**src/rtl/cache_arb_pkg.sv**
```systemverilog
// Shared definitions for the cache port arbiter slice.
//   arbState_t  : arbiter FSM states (IDLE, ISSUE, WAIT, DONE)
//   PORT_FETCH  : port index of the instruction-fetch requester
//   PORT_DATA   : port index of the data requester
//   otherPort() : the port that is not the given one
package cache_arb_pkg;

  typedef enum logic [1:0] {
    IDLE  = 2'd0,
    ISSUE = 2'd1,
    WAIT  = 2'd2,
    DONE  = 2'd3
  } arbState_t;

  localparam logic PORT_FETCH = 1'b0;
  localparam logic PORT_DATA  = 1'b1;

  function automatic logic otherPort(input logic port);
    return ~port;
  endfunction

endpackage

```
**src/rtl/cache_rr_picker.sv**
```systemverilog
// Two-way round-robin selector.
//   valid0, valid1 : requests pending on port 0 (fetch) and port 1 (data)
//   lastGrant      : port that won the previous arbitration
//   grant          : selected port index (meaningful when grantValid)
//   grantValid     : at least one port is requesting
module cache_rr_picker
  import cache_arb_pkg::*;
(
  input  logic valid0,
  input  logic valid1,
  input  logic lastGrant,
  output logic grant,
  output logic grantValid
);

  always_comb begin
    grantValid = valid0 | valid1;
    grant      = PORT_FETCH;
    if (valid0 && valid1) begin
      // Contention: the port that did not win last time gets its turn.
      grant = otherPort(lastGrant);
    end else if (valid1) begin
      grant = PORT_DATA;
    end
  end

endmodule

```
**src/rtl/cache_port_arbiter.sv**
```systemverilog
// Front end sharing a single write-through cache interface between an
// instruction-fetch port (0) and a data port (1).
//   clk, reset                : clock, synchronous active-high reset
//   reqN_valid/write/addr/wdata : requester N command
//   reqN_ready                : accept (combinational, IDLE only)
//   reqN_done                 : one-cycle completion pulse
//   reqN_rdata                : last successful read result of port N
//   err                       : pulses with done when the access timed out
//   cache_addr/wdata/read/write : strobes to the cache, held until stall clears
//   cache_stall, cache_rdata  : cache status and read data
module cache_port_arbiter
  import cache_arb_pkg::*;
#(
  parameter int ADDR_WIDTH = 10,
  parameter int DATA_WIDTH = 32,
  parameter int TIMEOUT    = 64
) (
  input  logic                  clk,
  input  logic                  reset,
  input  logic                  req0_valid,
  input  logic                  req0_write,
  input  logic [ADDR_WIDTH-1:0] req0_addr,
  input  logic [DATA_WIDTH-1:0] req0_wdata,
  output logic                  req0_ready,
  output logic                  req0_done,
  output logic [DATA_WIDTH-1:0] req0_rdata,
  input  logic                  req1_valid,
  input  logic                  req1_write,
  input  logic [ADDR_WIDTH-1:0] req1_addr,
  input  logic [DATA_WIDTH-1:0] req1_wdata,
  output logic                  req1_ready,
  output logic                  req1_done,
  output logic [DATA_WIDTH-1:0] req1_rdata,
  output logic                  err,
  output logic [ADDR_WIDTH-1:0] cache_addr,
  output logic [DATA_WIDTH-1:0] cache_wdata,
  output logic                  cache_read,
  output logic                  cache_write,
  input  logic                  cache_stall,
  input  logic [DATA_WIDTH-1:0] cache_rdata
);

  localparam int CNT_W = $clog2(TIMEOUT);
  localparam logic [CNT_W-1:0] CNT_LAST = CNT_W'(TIMEOUT - 1);

  arbState_t        state;
  logic             lastGrant;
  logic             latPort;
  logic [CNT_W-1:0] waitCnt;

  logic             grant;
  logic             grantValid;
  logic             selWrite;
  logic [ADDR_WIDTH-1:0] selAddr;
  logic [DATA_WIDTH-1:0] selWdata;

  cache_rr_picker picker (
    .valid0     (req0_valid),
    .valid1     (req1_valid),
    .lastGrant  (lastGrant),
    .grant      (grant),
    .grantValid (grantValid)
  );

  always_comb begin
    req0_ready = (state == IDLE) && grantValid && (grant == PORT_FETCH);
    req1_ready = (state == IDLE) && grantValid && (grant == PORT_DATA);
    if (grant == PORT_DATA) begin
      selWrite = req1_write;
      selAddr  = req1_addr;
      selWdata = req1_wdata;
    end else begin
      selWrite = req0_write;
      selAddr  = req0_addr;
      selWdata = req0_wdata;
    end
  end

  // The cache strobe registers double as the latched command: they are
  // loaded on the handshake and stay constant through ISSUE and WAIT, so
  // only the requesting port needs a separate latch.
  always_ff @(posedge clk) begin
    if (reset) begin
      state       <= IDLE;
      lastGrant   <= PORT_DATA;
      latPort     <= PORT_FETCH;
      waitCnt     <= '0;
      cache_read  <= 1'b0;
      cache_write <= 1'b0;
      cache_addr  <= '0;
      cache_wdata <= '0;
      req0_done   <= 1'b0;
      req1_done   <= 1'b0;
      req0_rdata  <= '0;
      req1_rdata  <= '0;
      err         <= 1'b0;
    end else begin
      req0_done <= 1'b0;
      req1_done <= 1'b0;
      err       <= 1'b0;
      case (state)
        IDLE: begin
          if (grantValid) begin
            latPort     <= grant;
            lastGrant   <= grant;
            cache_read  <= ~selWrite;
            cache_write <= selWrite;
            cache_addr  <= selAddr;
            cache_wdata <= selWdata;
            state       <= ISSUE;
          end
        end
        ISSUE: begin
          waitCnt <= '0;
          state   <= WAIT;
        end
        WAIT: begin
          if (!cache_stall || (waitCnt == CNT_LAST)) begin
            // Completion or timeout abort: drop the strobes and raise the
            // done pulse for the DONE cycle. Only an unaborted read updates
            // the port's read data.
            cache_read  <= 1'b0;
            cache_write <= 1'b0;
            cache_addr  <= '0;
            cache_wdata <= '0;
            err         <= cache_stall;
            if (latPort == PORT_DATA) begin
              req1_done <= 1'b1;
              if (!cache_stall && cache_read) req1_rdata <= cache_rdata;
            end else begin
              req0_done <= 1'b1;
              if (!cache_stall && cache_read) req0_rdata <= cache_rdata;
            end
            state <= DONE;
          end else begin
            waitCnt <= waitCnt + CNT_W'(1);
          end
        end
        DONE: begin
          state <= IDLE;
        end
        default: begin
          state <= IDLE;
        end
      endcase
    end
  end

endmodule
```
**config.mk**
```make
export PLATFORM = sky130hd
export DESIGN_NAME = cache_port_arbiter
export DESIGN_NICKNAME = d
export VERILOG_FILES = /design/src/rtl/cache_arb_pkg.sv /design/src/rtl/cache_rr_picker.sv /design/src/rtl/cache_port_arbiter.sv
export SDC_FILE = /design/constraint.sdc
export NUM_CORES = 1
export LEC_CHECK = 0
export CORE_MARGIN = 2
export CORE_UTILIZATION = 45
export DETAILED_ROUTE_END_ITERATION = 12
export PLACE_DENSITY_LB_ADDON = 0.3
export SYNTH_ARGS = -nofsm -noshare
export SYNTH_HDL_FRONTEND = slang
export SYNTH_SLANG_ARGS = --single-unit
```
**constraint.sdc**
```tcl
create_clock -name clk -period 4.5 [get_ports clk]
set_clock_uncertainty 0.15 [all_clocks]
set_input_delay 1.35 -clock clk [delete_from_list [all_inputs] [get_ports clk]]
set_output_delay 1.35 -clock clk [all_outputs]
set_load 0.02 [all_outputs]
```
==> metrics.csv <==
stage,metric,value,unit
synth,ys_warn_count,0,
grt,grt_overflow_total,0,
synth,yosys_register_bits,121,
worst_setup_path,slowest_delay,0.70,ns
job,drv_cap,0,
final_layout,fin_cells,974,
worst_setup_path,crit_buf_inv,2,
route,drtIter0Drc,251,
pwr,power_density,508,nW/um2
worst_setup_path,r2r_end,cache_wdata[5],
sta,fmax,233,MHz
floorplanning,pin_count,236,
worst_setup_path,worst-r2r-cell-count,7,
synth,synthDistinctLibCells,36,
clocking,cts_buffers,17,
place,routabilityCongestion,0.796,
final_layout,area_growth,59.2,%
pwr,worst_ir_drop_vdd,292,uV
clocking,cts_tree,done,
clocking,clk_latency,0.40,ns
synth,synth_common_cells,"nand2_1 (136), dfxtp_1 (121), a21oi_1 (113)",
grt,grt_pass1_wl,26.6,mm
synth,netlist_instances,607,
floorplanning,dieArea,12200,um2
worst_setup_path,critPathMaxFanout,2,
sta,slew_headroom,28.2,%
clocking,clock-root-buffer,clkbuf_16,
worst_hold_path,min_path_type,flop to flop,
final_layout,layout.nets,949,
route,vias,5188,
sta,min_period,4.30,ns
worst_setup_path,required,3.00,ns
floorplanning,row_count,38,
floorplanning,initial_core_util,46.6,%
synth,synth_area_leaders,"dfxtp_1 (48%), a21oi_1 (11%), nand2_1 (10%), mux2i_1 (8.6%), or3_1 (5.4%)",
grt,grt_pass1_vias,5315,
clocking,htree_levels,4,
place,hpwl,11.4,mm
worst_setup_path,crit_family,buffers and inverters,
grt,busiest_layer,met2,
clocking,clock-sinks,121,
synth,seq_area_frac_synth,47.5,%
worst_setup_path,reg2reg_from,state[0],
final_layout,drive_gt1_share,6.12,%
floorplanning,die_w,110,um
synth,synth.most_common_cell,nand2_1,
synth,synth_top_area_share,47.5,%
worst_setup_path,cp.depth,4,
synth,syn_nets,735,
worst_setup_path,crit_arrival,2.80,ns
sta,final_max_slew_viol_count,0,
floorplanning,die_y,110,um
run_status,status,"complete, no violations",
worst_setup_path,cp_slowest_cell,clkdlybuf4s50_1,
worst_setup_path,end_kind,primary output,
grt,grt_util_met1,28.3,%
grt,grt_use_met3,7.74,%
grt,antenna_found_initial,0,
worst_setup_path,startpoint,req1_valid,
place,portBuffers,235,
sta,fin_crit_sh,95.5,%
synth,ys.flop_type,dfxtp_1,
place,placedCellCount,942,
clocking,ctsLongestPathBuffers,2,
synth,syn_area_per_cell,8.40,um2
route,drc,0,
route,wl_per_cell,16.8,um
synth,synth-edff-count,0,
sta,setup_tns,0,ns
route,route.detailed.vias_per_inst,5.33,
sta,max_slew.worst_pin.slew,1.07,ns
sta,hold_violations,0,
route,antenna_left,0,
final_layout,insertedDiodeCount,0,
worst_setup_path,critical_path_class,input pin to primary output,
floorplanning,coreArea,10900,um2
sta,setup_viol,0,
final_layout,final_core_util,74.2,%
synth,synth_area_leader_cell,dfxtp_1,
pwr,p_leak,2.89,nW
synth,synth_area,5100,um2
grt,grtUsageMet2,49.4,%
route,first_pass_iters,5,
worst_setup_path,endpoint,req1_ready,
sta,rsz0062_at_grt,no,
sta,worst_slack,0.204,ns
place,pre_cts_slack,0.216,ns
synth,async_reset_ff_share,0,%
pwr,p_total,4.12,mW
clocking,postCtsSetupBuffers,0,
grt,grt_use_total,26.5,%
worst_setup_path,crit_path_frequent_cell,clkdlybuf4s50_1,
worst_setup_path,rrSetupSlack,1.60,ns
worst_setup_path,cp_cell_sequence,clkdlybuf4s50_1 > nand2_1 > a21oi_1 > clkdlybuf4s50_1,
worst_setup_path,worstSetupStartpointType,input pin,
clocking,postCtsHoldBufs,0,
route,finalWirelength,16.4,mm
clocking,path_clk_slew,0.05,ns
grt,grt_max_degree,77,
clocking,cts_resized,0,
[per-layer routing]
metal / wire, um / up-vias
met5: 0 / -
met4: 335 / 0
met3: 1080 / 26
met2: 8620 / 202
met1: 6330 / 2450
li1: - / 2510
[worst min-delay path by stage]
stage	from	endpoint	slack [ns]	depth (start not counted)
CTS	req1_rdata[29]	req1_rdata[29]	0.30	2
global route	req1_rdata[29]	req1_rdata[29]	0.32	2
finish	req1_rdata[29]	req1_rdata[29]	0.31	2
global placement	req1_rdata[29]	req1_rdata[29]	0.29	2
detailed placement	req0_rdata[3]	req0_rdata[3]	0.30	2
floorplan	waitCnt[4]	waitCnt[4]	0.31	2
[placed cells by master (no fill, tap or decap), types with 2 or more instances in the layout]
master             n
bufinv_16          4
buf_4             11
a21oi_1          113
nand2_1          136
nor4_1             2
clkinvlp_4         3
dfxtp_1          121
and4b_1            2
nor2_1             9
mux2i_1           44
o21ai_1            9
ha_1               5
nand3_1            3
inv_1              4
or3_1             44
inv_6              2
clkbuf_16         17
nand2b_1           4
o21ai_0           36
clkinv_2           2
nor3_1             2
clkdlybuf4s50_1  234
clkinv_4           3
and3_1             3
[worst min-delay path: cells and delay by family (launching register included)]
kind             cells  cell delay (ns)
AND/OR/NAND/NOR      1             0.05
AO/OA/AOI/OAI        1             0.06
flip-flops           1             0.30
[sequential cells by signal, summed over array words and instances (netlist names), 2 cells and up]
register	count
waitCnt	6
cache_wdata	32
req1_rdata	32
state	2
req0_rdata	32
cache_addr	10
[cell families after synthesis]
group	Yosys count	synth area share [%]
AOI/OAI and AO/OA	167	17.0
xor gates and xnor gates	1	0.172
adders and majority gates	5	1.23
buffers and inverters	55	5.82
DFF	121	47.5
muxes	45	8.86
and+or+nand+nor	213	19.4
[power by group]
group	total [mW]	internal, mW	leakage, nW	switching [mW]
combinational	1.35	0.612	1.61	0.739
clock	1.44	0.944	0.303	0.495
sequential	1.33	1.23	0.984	0.0948
total	4.12	2.79	2.89	1.33
[through the flow]
step                area [um2]  hold slack [ns]
global route              8110            0.317
CTS                       8110            0.305
floorplan                 5100            0.312
global placement          7480            0.291
detailed placement        7480            0.298
finish                    8110            0.307
[area by class of cell]
class | instances | area [um2]
fill | 809 | 2820
tap | 140 | 175
inverter | 4 | 15.0
sequential | 121 | 2420
multi-input combinational | 431 | 2420
clock inverter | 14 | 196
clock buffer | 18 | 439
timing repair buffer | 246 | 2440
(Power assumes the default switching activity.)
